File: src/rtl/pipe_skid_buffer.sv
// pipe_skid_buffer: two-entry valid/ready pipeline stage with a skid register and a stall counter.
// in_ready depends only on registered state and flush, never on out_ready.
module pipe_skid_buffer #(
   parameter int DATA_WIDTH = 32,
   parameter int CNT_WIDTH  = 16
) (
   input  logic                  clk,
   input  logic                  reset_n,
   input  logic                  flush,
   input  logic                  in_valid,
   output logic                  in_ready,
   input  logic [DATA_WIDTH-1:0] in_data,
   output logic                  out_valid,
   input  logic                  out_ready,
   output logic [DATA_WIDTH-1:0] out_data,
   output logic [CNT_WIDTH-1:0]  stall_count
);
   typedef enum logic [1:0] {EMPTY = 2'd0, BUSY = 2'd1, FULL = 2'd2} state_e;
   state_e                state_q, state_d;
   logic [DATA_WIDTH-1:0] main_q, main_d, skid_q, skid_d;
   logic [CNT_WIDTH-1:0]  cnt_q, cnt_d;
   logic                  in_fire, out_fire;
   assign in_ready    = (state_q != FULL) & ~flush;
   assign out_valid   = (state_q != EMPTY) & ~flush;
   assign out_data    = main_q;
   assign stall_count = cnt_q;
   assign in_fire     = in_valid & in_ready;
   assign out_fire    = out_valid & out_ready;
   always_comb begin
      state_d = state_q;
      main_d  = main_q;
      skid_d  = skid_q;
      cnt_d   = (out_valid & ~out_ready & ~&cnt_q) ? cnt_q + 1'b1 : cnt_q;
      case (state_q)
         EMPTY: if (in_fire) begin
            main_d  = in_data;
            state_d = BUSY;
         end
         BUSY: begin
            if (in_fire & out_fire) main_d = in_data;
            else if (in_fire) begin
               skid_d  = in_data;
               state_d = FULL;
            end else if (out_fire) state_d = EMPTY;
         end
         FULL: if (out_fire) begin
            main_d  = skid_q;
            state_d = BUSY;
         end
         default: state_d = EMPTY;
      endcase
      // flush only empties the buffer; data and counter keep their values
      if (flush) state_d = EMPTY;
   end
   always_ff @(posedge clk or negedge reset_n) begin
      if (!reset_n) begin
         state_q <= EMPTY;
         main_q  <= '0;
         skid_q  <= '0;
         cnt_q   <= '0;
      end else begin
         state_q <= state_d;
         main_q  <= main_d;
         skid_q  <= skid_d;
         cnt_q   <= cnt_d;
      end
   end
endmodule

File: config.mk
export PLATFORM = sky130hd
export DESIGN_NAME = pipe_skid_buffer
export DESIGN_NICKNAME = d
export VERILOG_FILES = /design/src/rtl/pipe_skid_buffer.sv
export SDC_FILE = /design/constraint.sdc
export NUM_CORES = 1
export LEC_CHECK = 0
export BUFFER_PORTS_ARGS = -buffer_cell sky130_fd_sc_hd__buf_2
export CAP_MARGIN = 20
export CORE_ASPECT_RATIO = 1.2
export CORE_MARGIN = 10
export CORE_UTILIZATION = 54
export DETAILED_ROUTE_END_ITERATION = 10
export HOLD_SLACK_MARGIN = 0.15
export PLACE_DENSITY_LB_ADDON = 0.2
export SLEW_MARGIN = 30
export SYNTH_ARGS = -nofsm -noshare
export SYNTH_HDL_FRONTEND = slang
export SYNTH_SLANG_ARGS = --single-unit
File: constraint.sdc
create_clock -name clk -period 2.23 [get_ports clk]
set_input_delay 0.669 -clock clk [delete_from_list [all_inputs] [get_ports clk]]
set_output_delay 0.669 -clock clk [all_outputs]
set_load 0.03 [all_outputs]
## Word level (Yosys, flattened, before mapping)

Cells that the tools add are included.

| word-level totals | value |
|---|---|
| flip-flop bits (word level) | 82 |
| output and inout port bits | 50 |
| logic and storage cells | 44 |
| bits of input ports | 37 |

| cells by class | value |
|---|---|
| $add $sub $neg | 1 |
| bitwise logic cells | 10 |
| reductions and logical operators | 8 |
| equality and inequality tests | 10 |
| multiplexer cells | 11 |

Operators with widths:

| cell | number |
|---|---|
| $mux 32 | 3 |
| $pmux 32 s3 | 1 |
| $add 16x1->16 const B | 1 |
| $reduce_and 16->1 | 1 |
| $mux 2 | 6 |
| $ne 3x3->1 const B | 3 |
| $ne 2x2->1 const B | 4 |
| $reduce_and 4->1 | 2 |
| $and 1x1->1 | 7 |
| $pmux 2 s3 | 1 |
| $ne 4x4->1 const B | 1 |
| $not 1->1 | 3 |
| $reduce_and 3->1 | 1 |
| $reduce_bool 3->1 | 1 |
| $eq 2x1->1 const B | 1 |
| $eq 2x2->1 const B | 1 |
| $logic_not 2->1 | 1 |
| $reduce_bool 2->1 | 1 |
| $logic_not 1->1 | 1 |

## Depth between registers and ports, before layout

Gate-level depths: netlist (run 1).

| logic depth | value |
|---|---|
| depth in word-level cells | 8 |
| gate-level depth with buffers | 5 |
| mapped depth without buffers | 5 |

## Least setup slack after synthesis (run 1)

OpenSTA, ideal clock, no wires.

| timing | value |
|---|---|
| path kind | register to output |
| start | register state_q[1] |
| end | output in_ready |
| setup slack | 0.281 ns |
| stages on the path, launching flop included | 5 |
| data arrival time | 1.280 ns |
| required time | 1.561 ns |
| buffers on the path | 2 |
| path through | dfrtp_1 nor2b_1 buf_2 buf_2 nor2_1 |

| between the ends | value |
|---|---|
| longest elaborated chain between the ends | 2 |

Ends and longest elaborated chain:

| item | line | source |
|---|---|---|
| start, declared | 19 | `state_e state_q, state_d;` |
| start signal, assigned | 62 | `state_q <= state_d;` |
| $ne 2x2->1 | 23 | `assign in_ready = (state_q != FULL) & ~flush;` |
| $and 1x1->1 | 23 |  |
| end, declared | 11 | `output logic in_ready,` |

Every way passes these cells.

## Final worst setup path (run 1)

Same ends and word-level chain as after synthesis.

==> out/qor.yml, run 1 <==
p_per_area_nw_per_um2: 904
synthesis.area_um2: 3730
syn_inst: 264
syn-num-nets: 302
first_pass_iters: 4
cts_tree: "yes"
port_buffers: 86
p_sw_share_pct: 31.8
start_kind: "register"
worst-path-buf-inv: 1
drcViolationCount: 0
rsz0062_at_grt: "no"
fp.dieArea_um2: 10600
drt-total-wl_um: 7730
grt_max_degree: 44
final_layout_size_suffix_gt1_share_pct: 58.9
cts_max_level: 3
fillers: 546
fmax_mhz: 495
final_common_cell: "mux2_2"
worst_slew_pin_slew_ns: 0.433
clock-sinks: 82
power_frac_seq_pct: 49.2
hold_buffers: 0
seqCellArea_um2: 2050
clockBufferDepth: 2
clockRootBuffer: "clkbuf_8"
end_kind: "output pin"
required_ns: 1.56
vias: 2383
cpPeakStageDelay_ns: 0.46
crit_family: "flip-flops"
arrival_ns: 1.35
post-route-period-util_pct: 90.5
gp_congestion: 0.782
multi_input_area_um2: 1630
outcome: "completed"
synth-edff-count: 0
grt_pass1_wl_um: 12900
clock_latency_ns: 0.34
gr-max-usage-layer: "met2"
drv_cap: 0
finClkSkew_ns: 0.00644
hold_violations: 0
wire_per_inst_um: 17.3
grtUsageTotal_pct: 15.1
ys_types: 31
power_frac_clock_pct: 25.2
coreArea_um2: 6770
grt_overflow: 0
cts_setup_buffers: 0
met1_usage_pct: 17.4
synth.top_cells.by_area: "dfrtp_1 55%, mux2_2 30%, xnor2_1 2.4%, buf_2 1.3%, o211ai_1 0.81%"
rows: 33
crit_path_cell_trace: "nor2b_4 > nor2_1 > buf_2"
cpMaxStageDelayCell: "dfrtp_1"
die_x_um: 95.8
p_switching_w: 0.00129
cts_resized: 0
drt_iter0_markers: 82
pin_count: 87
antenna_cells: 0
hold_class: "input pin to async pin"
cts_buffers: 9
p_leak_nw: 2.04
p_comb_share_pct: 25.6
fp.dieH_um: 111
synth-seq-area-share_pct: 55.1
ir_drop_mv: 0.550
dpl.hpwl_um: 5630
initial_core_util_pct: 55.0
setup_viol: 0
async_flop_share_pct: 100
grt_antenna_before_repair: 0
worstSetupPathType: "register to output pin"
regToRegSetupSlack_ns: 0.38
ys_ff_latch: 82
ant_nets: 0
gr-usage-met3_pct: 4.88
avgSynthCellArea_um2: 14.1
synth_top_cell_by_area: "dfrtp_1"
post_drt_via_cell_ratio: 5.33
final_util_pct: 66.5
tns_ns: 0
path_clk_slew_ns: 0.08
syn_to_final_growth_pct: 20.9
p_int_w: 0.00278
ys.warnings.count: 0
cp_max_fo: 7
final_cell_mix: "99 x mux2_2, 85 x buf_2, 82 x dfrtp_1"
ys_dominant_reg_cell: "dfrtp_1"
period_needed_ns: 2.02
final_nets: 393
slew_viol_final: 0
synth_top_area_share_pct: 55.1
grt_pass1_vias: 2660
grtUsageMet2_pct: 25.5
slew_headroom_pct: 70.9
## cells by family after synthesis
logic type                 count (synthesis)  share of synthesized area [%]
DFF                                       82                           55.1
muxes                                     99                           29.9
and+or+nand+nor                           45                           7.76
adders and majority gates                  1                          0.336
buffers and inverters                     12                           1.75
AOI/OAI and AO/OA                         12                           2.12
xor gates and xnor gates                  13                           3.06
## Yosys cell counts (2+ instances only)
library cell / count
mux2_2: 99
dfrtp_1: 82
buf_2: 10
xnor2_1: 10
nand2_1: 7
nor2_1: 6
and3_1: 4
nand3_1: 4
nand4_1: 4
nor3_1: 4
o211ai_1: 4
nand2b_1: 3
o21ai_0: 3
xor2_1: 3
a21oi_1: 2
and4_1: 2
nor2b_1: 2
nor4_2: 2
## power groups by stage
| stage | sequential (W) | clock, W | combinational, W |
|---|---|---|---|
| 5_1_grt | 0.00205 | 0.00112 | 0.00112 |
| 2_1_floorplan | 0.00232 | 0 | 0.000402 |
| 4_1_cts | 0.00200 | 0.00106 | 0.00107 |
| 3_3_place_gp | 0.00201 | 0 | 0.00104 |
| 6_report | 0.00200 | 0.00103 | 0.00104 |
| 3_5_place_dp | 0.00203 | 0 | 0.00107 |
## stage by stage
step           instance area [um^2]  hold WS (ns)  power, W  setup slack (ns)  std cells
6_report                       4510         0.249   0.00407             0.211        447
5_1_grt                        4510         0.262   0.00430             0.127        447
4_1_cts                        4510         0.240   0.00413             0.185        447
3_5_place_dp                   4320         0.490   0.00310             0.169        431
3_3_place_gp                   4320         0.478   0.00304             0.213        431
2_1_floorplan                  3730         0.373   0.00272             0.281        264
## final cells by class
type,count,share of cell area [%]
inverter,1,0.0833
clock inverter,5,1.22
timing repair buffer,91,11.6
sequential,82,45.5
tap,87,2.42
multi-input combinational,170,36.3
clock buffer,11,2.92
## flip-flops by register name (all words and copies together), names as in the netlist
register,flops
out_data,32
state_q,2
skid_q,32
stall_count,16
## layer usage
metal  wire length, um  vias up
li1                  -     1134
met1              3120     1187
met2              4020       56
met3               518        6
met4                71        0
met5                 0        -
## final timing paths
| kind | from | to | cells past startpoint |
|---|---|---|---|
| max | state_q[1] | in_ready | 3 |
| min | reset_n | stall_count[2] | 1 |
| max reg2reg | stall_count[0] | stall_count[1] | 5 |
| min reg2reg | out_data[2] | out_data[2] | 1 |
| max in group asynchronous | reset_n | skid_q[26] | 2 |
| min in group clk | out_data[2] | out_data[2] | 1 |
Power figures use the tool's default switching activity.
==> inputs of run 2 (changes only) <==
--- a/config.mk
+++ b/config.mk
@@ -12,7 +12,7 @@
 export CORE_UTILIZATION = 54
 export DETAILED_ROUTE_END_ITERATION = 10
 export HOLD_SLACK_MARGIN = 0.15
-export PLACE_DENSITY_LB_ADDON = 0.2
+export PLACE_DENSITY = 0.8
 export SLEW_MARGIN = 30
 export SYNTH_ARGS = -nofsm -noshare
 export SYNTH_HDL_FRONTEND = slang
==> constraint.sdc (replaced) <==
create_clock -name clk -period 2.23 [get_ports clk]
set_input_delay 0.3345 -clock clk [delete_from_list [all_inputs] [get_ports clk]]
set_output_delay 0.3345 -clock clk [all_outputs]
set_load 0.03 [all_outputs]
==> run 2 against run 1 <==
Net effect: combinational power hardly changed; clock skew grew 0.0047 ns; non-clock buffer count up 4; worst setup slack better by 0.16 ns; clock power fell by 5%; sequential power about the same; die area unchanged.
==> out/qor.yml, run 2 (same netlist as run 1, synthesis figures left out) <==
initial_core_util_pct: 55.0  # unchanged
tns_ns: 0  # unchanged
cts_resized: 0  # unchanged
post-route-period-util_pct: 83.6  # -7.0 points
worstSetupPathType: "register to register"
clock-sinks: 82  # unchanged
slew_viol_final: 0  # unchanged
end_kind: "register"
setup_ws_ns: 0.367  # +0.155 ns
cts_buffers: 9  # unchanged
cts_max_level: 3  # unchanged
dpl.hpwl_um: 5480  # -2.5%
cpMaxStageDelayCell: "dfrtp_1"
coreArea_um2: 6770  # unchanged
final_cell_mix: "99 x mux2_2, 85 x buf_2, 82 x dfrtp_1"
final_layout_size_suffix_gt1_share_pct: 59.6  # +0.73 points
cp_max_fo: 7  # unchanged
rows: 33  # unchanged
p_sw_share_pct: 33.7  # +1.9 points
fmax_mhz: 537  # +8.3%
clockRootBuffer: "clkbuf_8"
first_pass_iters: 4  # unchanged
cts_setup_buffers: 0  # unchanged
regToRegSetupSlack_ns: 0.37  # about the same
syn_to_final_growth_pct: 20.2
grt_antenna_before_repair: 0  # unchanged
vias: 2405  # +0.92%
antenna_cells: 0  # unchanged
cts_tree: "yes"
grt_overflow: 0  # unchanged
final_cells: 451  # +0.89%
finClkSkew_ns: 0.0111  # +0.00469 ns
drv_cap: 0  # unchanged
required_ns: 2.48  # +0.92 ns
slew_headroom_pct: 57.7  # -13 points
start_kind: "register"
grt_pass1_vias: 2552  # -4.1%
rsz0062_at_grt: "no"
p_total_w: 0.00402  # -1.2%
hold_buffers: 1  # +1
ant_nets: 0  # unchanged
preCtsSetupSlack_ns: 0.383  # +0.214 ns
post_drt_via_cell_ratio: 5.33  # about the same
power_frac_seq_pct: 49.7  # +0.5 points
wire_per_inst_um: 16.9  # -2.5%
p_int_w: 0.00267  # -3.9%
drt_iter0_markers: 35  # -57%
dpl.cell_count: 434  # +0.70%
final_nets: 397  # +1.0%
cpPeakStageDelay_ns: 0.43  # -0.03 ns
drcViolationCount: 0  # unchanged
period_needed_ns: 1.86  # -0.155 ns
path_clk_slew_ns: 0.09  # about the same
crit_path_cell_trace: "ha_1 > nand3_1 > nand2b_1 > o21ai_0 > mux2_2"
hold_slack_ns: 0.212  # -0.0369 ns
pin_count: 87  # unchanged
ir_drop_mv: 0.544  # -1.1%
port_buffers: 86  # unchanged
gp_congestion: 0.772  # -1.4%
grt_max_degree: 51  # +16%
multi_input_area_um2: 1630  # unchanged
drt-total-wl_um: 7600  # -1.6%
fillers: 554  # +1.5%
final_common_cell: "mux2_2"
arrival_ns: 2.11  # +0.76 ns
clock_latency_ns: 0.36  # +0.02 ns
fp.dieArea_um2: 10600  # unchanged
p_comb_share_pct: 25.9  # +0.3 points
p_leak_nw: 2.04  # about the same
seqCellArea_um2: 2050  # unchanged
die_x_um: 95.8  # unchanged
grt_pass1_wl_um: 12500  # -3.1%
worst_slew_pin_slew_ns: 0.634  # +0.201 ns
hold_violations: 0  # unchanged
fp.dieH_um: 111  # unchanged
power_frac_clock_pct: 24.4  # -0.8 points
outcome: "completed"
setup_viol: 0  # unchanged
grtUsageTotal_pct: 14.8  # -0.26 points
clockBufferDepth: 2  # unchanged
p_per_area_nw_per_um2: 898  # -0.59%
hold_class: "input pin to register"
p_switching_w: 0.00136  # +4.7%
==> run 2: changes by cell type in the layout (fill, tap and decap cells not counted), sizes merged <==
| cell | previous run | this run |
|---|---|---|
| buf | 91 | 94 |
| bufinv | 1 | 0 |
| clkbuf | 11 | 9 |
| clkinvlp | 2 | 3 |
| dlygate4sd3 | 0 | 1 |
| inv | 1 | 3 |
==> run 2: path summary, 6_finish.rpt <==
| check | start | end | cells past startpoint |
|---|---|---|---|
| min in group asynchronous | reset_n | out_data[0] | 2 |
| worst max register to register | stall_count[0] | stall_count[1] | 5 |
| worst min-delay path | in_data[9] | skid_q[9] | 2 |
| max in group asynchronous | reset_n | out_data[24] | 3 |
| worst min register to register | stall_count[7] | stall_count[7] | 1 |
| worst max-delay path | stall_count[0] | stall_count[1] | 5 |
==> run 2: worst max-delay path, delay by kind of cell, from the launching register on <==
family,cells,cell delay [ns]
DFF,1,0.43
and+or+nand+nor,2,0.42
muxes,1,0.37
AOI/OAI and AO/OA,1,0.34
adders and majority gates,1,0.20
==> run 2: area by class of cell <==
cell class              count  area share (%)
clock buffers               9            2.77
clock inverters             7            1.20
repair buffers             95            11.2
inverters                   1          0.0838
flip-flops and latches     82            45.8
multi-input cells         170            36.5
well taps                  87            2.43
==> run 2: power groups by stage <==
| stage | Combinational (W) | Clock, W | Sequential [W] |
|---|---|---|---|
| after floorplan | 0.000402 | 0 | 0.00232 |
| after global placement | 0.00103 | 0 | 0.00201 |
| after detailed placement | 0.00106 | 0 | 0.00203 |
| after CTS | 0.00107 | 0.00101 | 0.00200 |
| after global routing | 0.00112 | 0.00107 | 0.00205 |
| final | 0.00104 | 0.000980 | 0.00200 |
==> run 2: per-layer routing <==
metal / part of all wire [%] / vias to the layer above / track usage, %
met4: 1.8 / 0 / 6.11
met3: 7.2 / 11 / 5.35
li1: - / 1142 / -
met2: 50 / 51 / 23.9
met1: 41 / 1201 / 17.1
met5: 0 / - / 0
==> run 2: stage by stage <==
step                area (um^2)  util, %
finish                     4480     66.1
global route               4480     66.1
CTS                        4480     66.1
detailed placement         4290     63.4
global placement           4290     63.4
floorplan                  3730        -
